## config.mk

```make
export PLATFORM = sky130hd
export DESIGN_NAME = alu_sequencer_flat
export DESIGN_NICKNAME = d
export VERILOG_FILES = /design/src/rtl/alu_seq_if.sv /design/src/rtl/alu_sequencer.sv /design/src/flat_wrapper.sv
export SDC_FILE = /design/constraint.sdc
export NUM_CORES = 1
export LEC_CHECK = 0
export CAP_MARGIN = 30
export CELL_PAD_IN_SITES_DETAIL_PLACEMENT = 0
export CELL_PAD_IN_SITES_GLOBAL_PLACEMENT = 1
export CORE_ASPECT_RATIO = 0.75
export CORE_MARGIN = 4
export CORE_UTILIZATION = 30
export CTS_CLUSTER_SIZE = 14
export DETAILED_ROUTE_END_ITERATION = 8
export GPL_TIMING_DRIVEN = 0
export PLACE_DENSITY_LB_ADDON = 0.12
export SYNTH_ARGS = -nofsm -noshare
export SYNTH_HDL_FRONTEND = slang
export SYNTH_SLANG_ARGS = --single-unit
```

## constraint.sdc

```tcl
create_clock -name clk -period 1.8 [get_ports clk]
set_input_delay 0.18 -clock clk [delete_from_list [all_inputs] [get_ports clk]]
set_output_delay 0.18 -clock clk [all_outputs]
set_load 0.005 [all_outputs]
```

## src/rtl/alu_seq_if.sv

```systemverilog
// Bundle of the request, ALU and response channels of alu_sequencer.
// The master side is decode plus the ALU; the slave side is the sequencer.
interface alu_seq_if #(
    parameter int WIDTH = 16,
    parameter int CNT_W = 16
);
    logic             req_valid;
    logic             req_ready;
    logic [3:0]       req_op;
    logic [WIDTH-1:0] req_a;
    logic [WIDTH-1:0] req_b;
    logic             req_acc;

    logic [WIDTH-1:0] alu_a;
    logic [WIDTH-1:0] alu_b;
    logic [2:0]       alu_control;
    logic [WIDTH-1:0] alu_result;
    logic             alu_zero;

    logic             rsp_valid;
    logic             rsp_ready;
    logic [WIDTH-1:0] rsp_result;
    logic             rsp_zero;
    logic             rsp_err;
    logic [CNT_W-1:0] ops_done;

    modport master (
        output req_valid, req_op, req_a, req_b, req_acc, rsp_ready,
               alu_result, alu_zero,
        input  req_ready, alu_a, alu_b, alu_control,
               rsp_valid, rsp_result, rsp_zero, rsp_err, ops_done
    );

    modport slave (
        input  req_valid, req_op, req_a, req_b, req_acc, rsp_ready,
               alu_result, alu_zero,
        output req_ready, alu_a, alu_b, alu_control,
               rsp_valid, rsp_result, rsp_zero, rsp_err, ops_done
    );
endinterface

```

## src/rtl/alu_sequencer.sv

```systemverilog
// Three-state (IDLE/EXEC/RESP) initiator for the 16-bit combinational ALU.
// Optional accumulator source for operand A enabled by ALU_SEQ_ACCUM_EN.
module alu_sequencer #(
    parameter int WIDTH = 16,
    parameter int CNT_W = 16
) (
    input  logic     clk,
    input  logic     rst_n,
    alu_seq_if.slave bus
);
    typedef enum logic [1:0] {
        ST_IDLE = 2'b00,
        ST_EXEC = 2'b01,
        ST_RESP = 2'b10
    } state_t;

    // Returns {err, alu_control}; illegal opcodes select the add function.
    function automatic logic [3:0] decode_op(input logic [3:0] op);
        logic [3:0] dec;
        case (op)
            4'b0000, 4'b0001, 4'b0010: dec = {1'b0, 3'b000};
            4'b0011:                   dec = {1'b0, 3'b001};
            4'b0100:                   dec = {1'b0, 3'b010};
            4'b0101:                   dec = {1'b0, 3'b011};
            4'b0110:                   dec = {1'b0, 3'b100};
            4'b0111:                   dec = {1'b0, 3'b101};
            4'b1000:                   dec = {1'b0, 3'b110};
            4'b1001:                   dec = {1'b0, 3'b111};
            4'b1011, 4'b1100:          dec = {1'b0, 3'b001};
            default:                   dec = {1'b1, 3'b000};
        endcase
        return dec;
    endfunction

    state_t           state_r;
    state_t           state_nxt_s;
    logic             accept_s;
    logic             consume_s;
    logic [3:0]       dec_s;
    logic [WIDTH-1:0] src_a_s;

    logic             req_ready_r;
    logic [WIDTH-1:0] alu_a_r;
    logic [WIDTH-1:0] alu_b_r;
    logic [2:0]       alu_ctrl_r;
    logic             err_r;
    logic             rsp_valid_r;
    logic [WIDTH-1:0] rsp_result_r;
    logic             rsp_zero_r;
    logic             rsp_err_r;
    logic [CNT_W-1:0] ops_done_r;

    assign dec_s = decode_op(bus.req_op);

`ifdef ALU_SEQ_ACCUM_EN
    logic [WIDTH-1:0] acc_r;

    // Accumulator tracks the last non-error result.
    always_ff @(posedge clk or negedge rst_n) begin
        if (!rst_n) begin
            acc_r <= {WIDTH{1'b0}};
        end else if (state_r == ST_EXEC && !err_r) begin
            acc_r <= bus.alu_result;
        end else begin
            acc_r <= acc_r;
        end
    end

    // Operand A source selection.
    always_comb begin
        src_a_s = bus.req_a;
        if (bus.req_acc) begin
            src_a_s = acc_r;
        end else begin
            src_a_s = bus.req_a;
        end
    end
`else
    logic unused_req_acc_s;

    assign unused_req_acc_s = bus.req_acc;
    assign src_a_s          = bus.req_a;
`endif

    // Next-state and handshake strobes.
    always_comb begin
        state_nxt_s = state_r;
        accept_s    = 1'b0;
        consume_s   = 1'b0;
        case (state_r)
            ST_IDLE: begin
                if (bus.req_valid) begin
                    accept_s    = 1'b1;
                    state_nxt_s = ST_EXEC;
                end else begin
                    state_nxt_s = ST_IDLE;
                end
            end
            ST_EXEC: begin
                state_nxt_s = ST_RESP;
            end
            ST_RESP: begin
                if (bus.rsp_ready) begin
                    consume_s   = 1'b1;
                    state_nxt_s = ST_IDLE;
                end else begin
                    state_nxt_s = ST_RESP;
                end
            end
            default: begin
                state_nxt_s = ST_IDLE;
            end
        endcase
    end

    // State register; req_ready is registered from the next state so it depends on state only.
    always_ff @(posedge clk or negedge rst_n) begin
        if (!rst_n) begin
            state_r     <= ST_IDLE;
            req_ready_r <= 1'b1;
        end else begin
            state_r     <= state_nxt_s;
            req_ready_r <= (state_nxt_s == ST_IDLE);
        end
    end

    // Operand and function registers change only on an accepted request.
    always_ff @(posedge clk or negedge rst_n) begin
        if (!rst_n) begin
            alu_a_r    <= {WIDTH{1'b0}};
            alu_b_r    <= {WIDTH{1'b0}};
            alu_ctrl_r <= 3'b000;
            err_r      <= 1'b0;
        end else if (accept_s) begin
            alu_a_r    <= src_a_s;
            alu_b_r    <= bus.req_b;
            alu_ctrl_r <= dec_s[2:0];
            err_r      <= dec_s[3];
        end else begin
            alu_a_r    <= alu_a_r;
            alu_b_r    <= alu_b_r;
            alu_ctrl_r <= alu_ctrl_r;
            err_r      <= err_r;
        end
    end

    // Response capture at the end of EXEC; error responses carry zero data.
    always_ff @(posedge clk or negedge rst_n) begin
        if (!rst_n) begin
            rsp_valid_r  <= 1'b0;
            rsp_result_r <= {WIDTH{1'b0}};
            rsp_zero_r   <= 1'b0;
            rsp_err_r    <= 1'b0;
        end else if (state_r == ST_EXEC) begin
            rsp_valid_r  <= 1'b1;
            rsp_result_r <= err_r ? {WIDTH{1'b0}} : bus.alu_result;
            rsp_zero_r   <= err_r ? 1'b0 : bus.alu_zero;
            rsp_err_r    <= err_r;
        end else if (consume_s) begin
            rsp_valid_r  <= 1'b0;
            rsp_result_r <= rsp_result_r;
            rsp_zero_r   <= rsp_zero_r;
            rsp_err_r    <= rsp_err_r;
        end else begin
            rsp_valid_r  <= rsp_valid_r;
            rsp_result_r <= rsp_result_r;
            rsp_zero_r   <= rsp_zero_r;
            rsp_err_r    <= rsp_err_r;
        end
    end

    // Completed-response counter, wraps naturally.
    always_ff @(posedge clk or negedge rst_n) begin
        if (!rst_n) begin
            ops_done_r <= {CNT_W{1'b0}};
        end else if (consume_s) begin
            ops_done_r <= ops_done_r + {{(CNT_W-1){1'b0}}, 1'b1};
        end else begin
            ops_done_r <= ops_done_r;
        end
    end

    assign bus.req_ready   = req_ready_r;
    assign bus.alu_a       = alu_a_r;
    assign bus.alu_b       = alu_b_r;
    assign bus.alu_control = alu_ctrl_r;
    assign bus.rsp_valid   = rsp_valid_r;
    assign bus.rsp_result  = rsp_result_r;
    assign bus.rsp_zero    = rsp_zero_r;
    assign bus.rsp_err     = rsp_err_r;
    assign bus.ops_done    = ops_done_r;
endmodule
```

## src/flat_wrapper.sv

```systemverilog
// flat-port wrapper written by rule: the top's interface ports become plain ports
module alu_sequencer_flat 
#(
    parameter int WIDTH = 16,
    parameter int CNT_W = 16
)
  (clk, rst_n, bus_req_valid, bus_req_op, bus_req_a, bus_req_b, bus_req_acc, bus_rsp_ready, bus_alu_result, bus_alu_zero, bus_req_ready, bus_alu_a, bus_alu_b, bus_alu_control, bus_rsp_valid, bus_rsp_result, bus_rsp_zero, bus_rsp_err, bus_ops_done);
  alu_seq_if #(.WIDTH(WIDTH), .CNT_W(CNT_W)) bus_i ();
  input  logic clk;
  input  logic rst_n;
  input wire logic [$bits(bus_i.req_valid)-1:0] bus_req_valid;
  input wire logic [$bits(bus_i.req_op)-1:0] bus_req_op;
  input wire logic [$bits(bus_i.req_a)-1:0] bus_req_a;
  input wire logic [$bits(bus_i.req_b)-1:0] bus_req_b;
  input wire logic [$bits(bus_i.req_acc)-1:0] bus_req_acc;
  input wire logic [$bits(bus_i.rsp_ready)-1:0] bus_rsp_ready;
  input wire logic [$bits(bus_i.alu_result)-1:0] bus_alu_result;
  input wire logic [$bits(bus_i.alu_zero)-1:0] bus_alu_zero;
  output wire logic [$bits(bus_i.req_ready)-1:0] bus_req_ready;
  output wire logic [$bits(bus_i.alu_a)-1:0] bus_alu_a;
  output wire logic [$bits(bus_i.alu_b)-1:0] bus_alu_b;
  output wire logic [$bits(bus_i.alu_control)-1:0] bus_alu_control;
  output wire logic [$bits(bus_i.rsp_valid)-1:0] bus_rsp_valid;
  output wire logic [$bits(bus_i.rsp_result)-1:0] bus_rsp_result;
  output wire logic [$bits(bus_i.rsp_zero)-1:0] bus_rsp_zero;
  output wire logic [$bits(bus_i.rsp_err)-1:0] bus_rsp_err;
  output wire logic [$bits(bus_i.ops_done)-1:0] bus_ops_done;
  assign bus_i.req_valid = bus_req_valid;
  assign bus_i.req_op = bus_req_op;
  assign bus_i.req_a = bus_req_a;
  assign bus_i.req_b = bus_req_b;
  assign bus_i.req_acc = bus_req_acc;
  assign bus_i.rsp_ready = bus_rsp_ready;
  assign bus_i.alu_result = bus_alu_result;
  assign bus_i.alu_zero = bus_alu_zero;
  assign bus_req_ready = bus_i.req_ready;
  assign bus_alu_a = bus_i.alu_a;
  assign bus_alu_b = bus_i.alu_b;
  assign bus_alu_control = bus_i.alu_control;
  assign bus_rsp_valid = bus_i.rsp_valid;
  assign bus_rsp_result = bus_i.rsp_result;
  assign bus_rsp_zero = bus_i.rsp_zero;
  assign bus_rsp_err = bus_i.rsp_err;
  assign bus_ops_done = bus_i.ops_done;
  alu_sequencer #(.WIDTH(WIDTH), .CNT_W(CNT_W)) u_core (.clk(clk), .rst_n(rst_n), .bus(bus_i));
endmodule
```

# Word level (Yosys, flattened, before mapping)
# Memory sizes are Yosys's and may differ from the RTL's. A register that Yosys moved wholly into a read port is not among the register bits.
# Cells that the tools add are included.
[classes]
addsub = 1
n_mul = 0
div = 0
magnitude_cmp = 0
n_eq_ne = 2
n_shift = 0
mux = 11
bitwise_logic = 0
n_reduce_logical = 4
[ops]
columns = ["op", "count"]
rows = [
  ["16-bit by 1-bit adder with 16-bit output (second input constant)", 1],
  ["16-bit 2-to-1 mux", 1],
  ["1-bit 2-to-1 mux", 8],
  ["2-bit case mux with 3 select lines", 1],
  ["2-bit zero test", 2],
  ["2-bit by 1-bit == test with 1-bit output (second input constant)", 1],
  ["2-bit == test (second input constant)", 1],
  ["2-bit 2-to-1 mux", 1],
  ["2-bit nonzero test", 1],
  ["1-bit zero test", 1],
]
[totals]
regBits = 70
latch_bits = 0
ram_bits = 0
rom_bits = 64
in_bits = 58
output_inout_bits = 71
wordCells = 28
mem_count = 1
[mem_list]
columns = ["memory", "words", "word_bits", "read_ports", "rd_clocked_by_memory_dff", "write_ports", "line", "rtl"]
rows = [
  ["(no name shown)", 16, 4, 1, 1, 0, "alu_sequencer.sv:20", "case (op)"],
]

# Depth between registers and ports, before layout
# Gate-level depths: netlist (run 1).
[depth]
depth_word = 4
ltp_mapped = 5
mapped_depth_nobuf = 5

# Least setup slack after synthesis (run 1)
# No wires, ideal clock.
[synth_path]
path_type = "reg2reg"
start = "reg u_core.state_r[1]"
end = "reg u_core.alu_a_r[0] (netlist: u_core.bus.alu_a[0])"
setup_time_ps = 125
t_arrival_ps = 1356
required_time_ps = 1675
slack_ps = 319
path_stages_with_launch = 4
path_buffers = 1
synth_period_minus_slack_ps = 1481
path_cell_list = "dfrtp_1 > nor3b_2 > buf_6 > mux2_2"
[synth_between]
elab_chain_len = 2
[synth_lines]
columns = ["element", "line", "rtl"]
rows = [
  ["start: declaration", "alu_sequencer.sv:35", "state_t state_r;"],
  ["start signal: assignment", "alu_sequencer.sv:122", "state_r <= state_nxt_s;"],
  ["2-bit zero test", "alu_sequencer.sv:90", "case (state_r)"],
  ["1-bit 2-to-1 mux", "alu_sequencer.sv:90", ""],
  ["end signal: assignment", "alu_sequencer.sv:130", "alu_a_r <= {WIDTH{1'b0}};"],
  ["end signal: assignment", "alu_sequencer.sv:135", "alu_a_r <= src_a_s;"],
  ["end signal: assignment", "alu_sequencer.sv:140", "alu_a_r <= alu_a_r;"],
  ["end: declaration", "alu_sequencer.sv:43", "logic [WIDTH-1:0] alu_a_r;"],
]
# No other way between the ends.
# A chain may end at the register's enable or synchronous reset.

# Worst setup path in the final report (run 1)
[layout_path]
start = "reg u_core.state_r[1]"
end = "reg u_core.alu_b_r[1] (netlist: u_core.bus.alu_b[1])"
[layout_between]
elab_chain_len = 2
[layout_lines]
columns = ["element", "line", "rtl"]
rows = [
  ["2-bit zero test", "alu_sequencer.sv:90", ""],
  ["1-bit 2-to-1 mux", "alu_sequencer.sv:90", ""],
  ["end signal: assignment", "alu_sequencer.sv:131", "alu_b_r <= {WIDTH{1'b0}};"],
  ["end signal: assignment", "alu_sequencer.sv:136", "alu_b_r <= bus.req_b;"],
  ["end signal: assignment", "alu_sequencer.sv:141", "alu_b_r <= alu_b_r;"],
  ["end: declaration", "alu_sequencer.sv:44", "logic [WIDTH-1:0] alu_b_r;"],
]
# No other way between the ends.

==> results.toml, run 1 <==
[grt]
grt_max_degree = 61
grt_pass1_vias = 2374
antenna_found_initial = 0
grt_remaining_overflow = 0
grt_pass1_wl_um = 11700
grt_usage = 0.132

[yosys]
synth_top_area_cell = "dfrtp_1"
syn_nets = 300
yosysSeqAreaShare = 0.623
synth.top_cell.area_share = 0.614
synth_area_per_cell_um2 = 12.3
ys_warn_count = 0
synthCells = 241
ys_ff_latch = 74
netlist_area_mm2 = 0.00297
synth_area_leaders = "dfrtp_1 (61%), mux2_2 (13%), nand2_1 (5.4%), o21ai_0 (3.5%), xnor2_1 (3.5%)"
synthDistinctLibCells = 27

[sta]
slew_headroom = 0.643
drv_slew = 0
hold_slack_ns = 0.255
setup_viol = 0
min_period_over_period = 0.914
hold_violations = 0
fin_crit_ns = 1.65
rsz0062_at_grt = "false"
tightest_slew_ns = 0.534
clock.fmax_mhz = 608
fin_worst_skew_ns = 0.00506

[worst_setup_path]
path_buf_inv = 1
worstPathRequired_ns = 2.01
r2r_setup_slack_ns = 0.15
worstSetupStartpointType = "flip-flop"
r2r-end = "u_core.bus.alu_b[1]"
reg2reg_from = "u_core.state_r[1]"
path_cells = "nor3b_2 -> buf_6 -> mux2_2"
crit_family = "simple AND/OR/NAND/NOR gates"
r2r_cells = 3
path_class = "reg2reg"
arrival_ns = 1.85
slowest_delay_ns = 0.51
critical-path-slowest-cell = "nor3b_2"
path_max_fanout = 10
end_kind = "flip-flop"

[flow_run]
max_cap_viol_count = 0

[floorplan]
die_h_um = 94.2
row_count = 31
die_area_mm2 = 0.0116
initial_core_util = 0.308
core-area_mm2 = 0.00966
die_x_um = 123
ios = 129

[placement]
hpwl_um = 5220
gp_congestion = 0.737
dp_cells = 501
io_buffers = 127

[detailed_routing]
drc_errors = 0
vias_per_cell = 4.31
drtAntennaViolNets = 0
wirelength_um = 7070
drtIter0Drc = 76
routedWlPerCell_um = 13.6
vias = 2232
drt_pass1_iterations = 4

[cts]
path_clk_slew_ns = 0.05
clkLatencyLatePin_ns = 0.33
cts_root_buf = "clkbuf_16"
cts_tree = "done"
cts_buffers = 9
cts_setup_buffers = 0
ctsLongestPathBuffers = 2
cts-htree-levels = 3
cts_sinks = 74

[cells_and_area]
seqCellArea_mm2 = 0.00185
fin_cells = 518
fillers = 849
drive_above_1_share = 0.166
nets = 440
syn2layout_area_growth_pct = 59.8
diodes = 0
multi_input_area_mm2 = 0.00104

[status]
status = "finished clean"

[power]
leakagePower_nw = 2.04
ir_drop_v = 0.000745
powerDensity_mw_per_mm2 = 1530

[worst_hold_path]
min-delay-path-class = "in2async"
[Yosys cell counts]
library cell and number:
buf_4 1, inv_1 3, nor3b_2 1, nand3b_4 1, xnor2_1 12, nand2b_1 2, nand3_1 10, dfrtp_1 73
buf_2 3, ha_1 1, clkinv_1 1, a21oi_1 5, nor4_2 1, and3_1 2, xor2_1 4, mux2_2 34
nor4_4 1, o21ai_0 21, nor2_1 11, nand4_1 2, o22ai_1 1, dfstp_2 1, nor3_1 1, clkbuf_1 2
nand2_1 43, buf_6 3, nor3b_1 1
[metal layers]
| metal | vias to the layer above | track usage | part of all wire |
|---|---|---|---|
| li1 | 1090 | - | - |
| met1 | 1060 | 0.160 | 0.43 |
| met2 | 71 | 0.208 | 0.47 |
| met3 | 11 | 0.0572 | 0.083 |
| met4 | 0 | 0.0503 | 0.015 |
| met5 | - | 0 | 0 |
[worst reg2reg max path: cells and delay by family, from the launching register on]
family	cells	cell delay (ns)
AND/OR/NAND/NOR	1	0.51
multiplexers	1	0.34
flip-flops	1	0.45
buffers and inverters	1	0.23
[repair_timing]
action / CTS / global route
gates resized for setup: 0 / 0
hold endpoints to repair: 14 / 0
hold buffers: 1 / 0
endpoints found under the setup margin: 0 / 0
[worst max-delay path by stage]
stage,from,end,cells past startpoint
global placement,rst_n,u_core.bus.rsp_result[6],1
finish,u_core.state_r[1],u_core.bus.alu_b[1],3
detailed placement,bus_req_valid,u_core.bus.alu_a[11],4
global route,u_core.state_r[1],u_core.bus.alu_b[4],3
CTS,u_core.state_r[1],u_core.bus.alu_a[11],3
floorplan,u_core.state_r[1],u_core.bus.alu_a[0],3
[cells by family (layout without fill, tap and decap cells)]
| group | count (synthesis) | count (layout) | synth area share |
|---|---|---|---|
| simple gates | 76 | 76 | 0.124 |
| flops | 74 | 74 | 0.623 |
| mux | 34 | 34 | 0.129 |
| compound gates | 27 | 27 | 0.0459 |
| xor+xnor | 16 | 16 | 0.0471 |
| buf+inv | 13 | 158 | 0.0265 |
| fa+ha+maj | 1 | 1 | 0.00421 |
[cells in the final DEF, fill, tap and decap left out]
cell,synthesis,final
nor2_1,11,11
dfstp_2,1,1
buf_4,1,2
nor3b_2,1,1
dfrtp_1,73,73
a21oi_1,5,5
nor3_1,1,1
inv_1,3,3
nand3b_4,1,1
clkinvlp_4,0,1
clkdlybuf4s50_1,0,126
clkbuf_8,0,2
nor4_2,1,1
ha_1,1,1
clkinv_1,1,1
nor4_4,1,1
o21ai_0,21,21
bufinv_16,0,1
buf_2,3,3
xnor2_1,12,12
dlygate4sd3_1,0,1
and3_1,2,2
nand4_1,2,2
clkinv_2,0,3
mux2_2,34,34
buf_6,3,3
nand2_1,43,43
clkbuf_1,2,2
clkbuf_16,0,9
nor3b_1,1,1
nand3_1,10,10
o22ai_1,1,1
nand2b_1,2,2
xor2_1,4,4
buf_16,0,1
[power by group]
part | internal, mW | total [mW] | switching, mW
clock | 1.14 | 1.79 | 0.651
combinational | 1.79 | 2.75 | 0.962
sequential | 2.35 | 2.74 | 0.393
total | 5.28 | 7.28 | 2.01
[stage by stage]
stage	utilization	cell area [um2]	TNS (ns)	power, mW	setup slack (ns)
after CTS	0.492	4750	0	7.44	0.131
final	0.492	4750	0	7.28	0.154
after global routing	0.492	4750	0	7.83	0.0752
after global placement	0.457	4410	-167.07	5.54	-2.28
after detailed placement	0.459	4430	-0.364	5.59	-0.0218
after floorplan	-	2970	0	3.82	0.319
[final cells by class]
class                           count  area share
Timing Repair Buffer              129       0.275
Clock buffer                       11      0.0532
Inverter                            4     0.00316
Buffer                              9      0.0134
Sequential cell                    74       0.390
Multi-Input combinational cell    154       0.219
Tap cell                          132      0.0348
Clock inverter                      5      0.0111
[state kept, by name, indices dropped and copies added, names as in the netlist, 2 cells and up]
| signal | count |
|---|---|
| u_core.state_r | 2 |
| u_core.bus.rsp_result | 16 |
| u_core.bus.alu_a | 16 |
| u_core.bus.ops_done | 16 |
| u_core.bus.alu_b | 16 |
| u_core.bus.alu_control | 3 |
Note: power is estimated with default switching activity, not from simulation.
==> run 2: changes to the inputs <==
--- a/config.mk
+++ b/config.mk
@@ -5,12 +5,13 @@
 export SDC_FILE = /design/constraint.sdc
 export NUM_CORES = 1
 export LEC_CHECK = 0
+export ABC_AREA = 1
 export CAP_MARGIN = 30
 export CELL_PAD_IN_SITES_DETAIL_PLACEMENT = 0
 export CELL_PAD_IN_SITES_GLOBAL_PLACEMENT = 1
 export CORE_ASPECT_RATIO = 0.75
 export CORE_MARGIN = 4
-export CORE_UTILIZATION = 30
+export CORE_UTILIZATION = 31
 export CTS_CLUSTER_SIZE = 14
 export DETAILED_ROUTE_END_ITERATION = 8
 export GPL_TIMING_DRIVEN = 0
==> results.toml, run 2 <==
[status]
status = "finished clean"

[yosys]
synthCells = 322
synth_area_per_cell_um2 = 9.38
ys_warn_count = 0
synth_area_leaders = "dfrtp_1 (61%), nand2_1 (18%), a22o_1 (4.9%), nor2_1 (2.6%), inv_1 (1.7%)"
synthDistinctLibCells = 25
ys_async_sr_fraction = 1.00
syn_nets = 381
yosysMostFrequentCell = "nand2_1"
netlist_area_mm2 = 0.00302
synth_top_area_cell = "dfrtp_1"
ys_ff_latch = 74
synth_common_cells = "nand2_1 (143), dfrtp_1 (73), nor2_1 (21)"
synth_enable_flop_cells = 0
synth.top_cell.area_share = 0.605
yosysSeqAreaShare = 0.614
synth_flop_cell = "dfrtp_1"

[placement]
dp_cells = 578
place_area_mm2 = 0.00447
io_buffers = 127
hpwl_um = 5780
gp_congestion = 0.753
dpl_worst_slack_ns = 0.276

[power]
switchingPower_mw = 2.11
ir_drop_v = 0.000671
clockPowerShare = 0.261
swShare = 0.289
leakagePower_nw = 2.23
seq_power_share = 0.373
powerDensity_mw_per_mm2 = 1520
p_int_mw = 5.18
total_power_mw = 7.29
p_comb_frac = 0.366

[sta]
drv_slew = 0
rsz0062_at_grt = "false"
fin_worst_skew_ns = 0.00431
setup_viol = 0
fin_tns_setup_ns = 0
slew_headroom = 0.669
tightest_slew_ns = 0.496
min_period_over_period = 0.844
hold_violations = 0
clock.fmax_mhz = 658
fin_ws_ns = 0.281
fin_crit_ns = 1.52

[flow_run]
max_cap_viol_count = 0

[detailed_routing]
drtIter0Drc = 93
drc_errors = 0
vias = 2568
drt_pass1_iterations = 4
vias_per_cell = 4.32
wirelength_um = 7780
drtAntennaViolNets = 0
routedWlPerCell_um = 13.1

[cts]
ctsLongestPathBuffers = 2
cts_root_buf = "clkbuf_16"
cts_buffers = 9
cts-htree-levels = 3
cts_setup_buffers = 0
path_clk_slew_ns = 0.06
clkLatencyLatePin_ns = 0.33
cts_tree = "done"
cts_sinks = 74

[worst_setup_path]
critical-path-slowest-cell = "dfstp_2"
worstPathRequired_ns = 1.62
path_cells = "clkdlybuf4s50_1"
path_class = "reg2out"
worstSetupStartpointType = "flip-flop"
path_max_fanout = 1
r2r-end = "u_core.bus.alu_control[2]"
r2r_setup_slack_ns = 0.44
crit_family = "flip-flops"
path_buf_inv = 1
reg2reg_from = "u_core.state_r[1]"
arrival_ns = 1.34
end_kind = "output pin"
slowest_delay_ns = 0.51
r2r_cells = 6

[worst_hold_path]
min-delay-path-class = "in2async"

[grt]
antenna_found_initial = 0
grt_pass1_vias = 2571
grt_remaining_overflow = 0
grt_usage = 0.143
grt_max_degree = 39
grt_pass1_wl_um = 12800

[floorplan]
core-area_mm2 = 0.00927
die_x_um = 122
initial_core_util = 0.326
die_area_mm2 = 0.0114
die_h_um = 93.5
row_count = 30
ios = 129

[cells_and_area]
mostFrequentLayoutCells = "nand2_1 (143), clkdlybuf4s50_1 (126), dfrtp_1 (73)"
nets = 521
fin_cells = 595
drive_above_1_share = 0.0814
final_common_cell = "nand2_1"
syn2layout_area_growth_pct = 58.9
finalInstanceArea_mm2 = 0.00480
diodes = 0
-- run 2: area by class of cell --
cell class,instances,area [um2]
inverter,19,71.3
timing repair buffer,129,1300
sequential,74,1850
clock inverter,5,77.6
buffer,9,50.0
multi-input combinational,220,1040
clock buffer,11,243
tap,128,160
fill,898,4470
-- run 2: timing repair --
| item | in CTS | in global routing |
|---|---|---|
| endpoints found under the hold margin | 37 | 0 |
| hold buffers | 1 | 0 |
| gates resized for setup | 0 | 0 |
-- run 2: kinds of logic after synthesis --
logic type / count (synthesis) / synth area share
AOI/OAI and AO/OA: 26 / 0.0663
and+or+nand+nor: 183 / 0.247
adders and majority gates: 1 / 0.00414
DFF: 74 / 0.614
xor gates and xnor gates: 10 / 0.0290
buffers and inverters: 28 / 0.0402
-- run 2: metal layers --
layer / vias to the layer above / track usage / wire, um
li1: 1304 / - / -
met1: 1174 / 0.179 / 3500
met2: 79 / 0.216 / 3320
met3: 11 / 0.0750 / 851
met4: 0 / 0.0429 / 114
met5: - / 0 / 0
-- run 2: metrics by stage --
stage,util,hold WS [ns]
5_1_grt,0.518,0.376
4_1_cts,0.518,0.370
6_report,0.518,0.354
3_3_place_gp,0.480,0.454
3_5_place_dp,0.482,0.185
2_1_floorplan,-,-0.116
-- run 2: power by group through the flow --
stage                     clock, mW  combinational, mW  sequential (mW)
after floorplan                   0              0.967             2.77
after global placement            0               2.72             2.72
after detailed placement          0               2.73             2.73
after CTS                      1.97               2.75             2.72
after global routing           2.03               2.96             2.81
final                          1.90               2.67             2.72
-- run 2: how the worst max path moves through the flow --
stage / start / to / slack, ns / cells past startpoint
after global placement: rst_n / u_core.bus.alu_b[14] / -2.20 / 1
after CTS: u_core.bus.req_ready / bus_req_ready / 0.25 / 1
after detailed placement: bus_req_valid / u_core.bus.alu_control[2] / 0.28 / 6
after floorplan: u_core.bus.ops_done[0] / u_core.bus.ops_done[8] / 0.61 / 5
after global routing: u_core.bus.req_ready / bus_req_ready / 0.25 / 1
final: u_core.bus.req_ready / bus_req_ready / 0.28 / 1
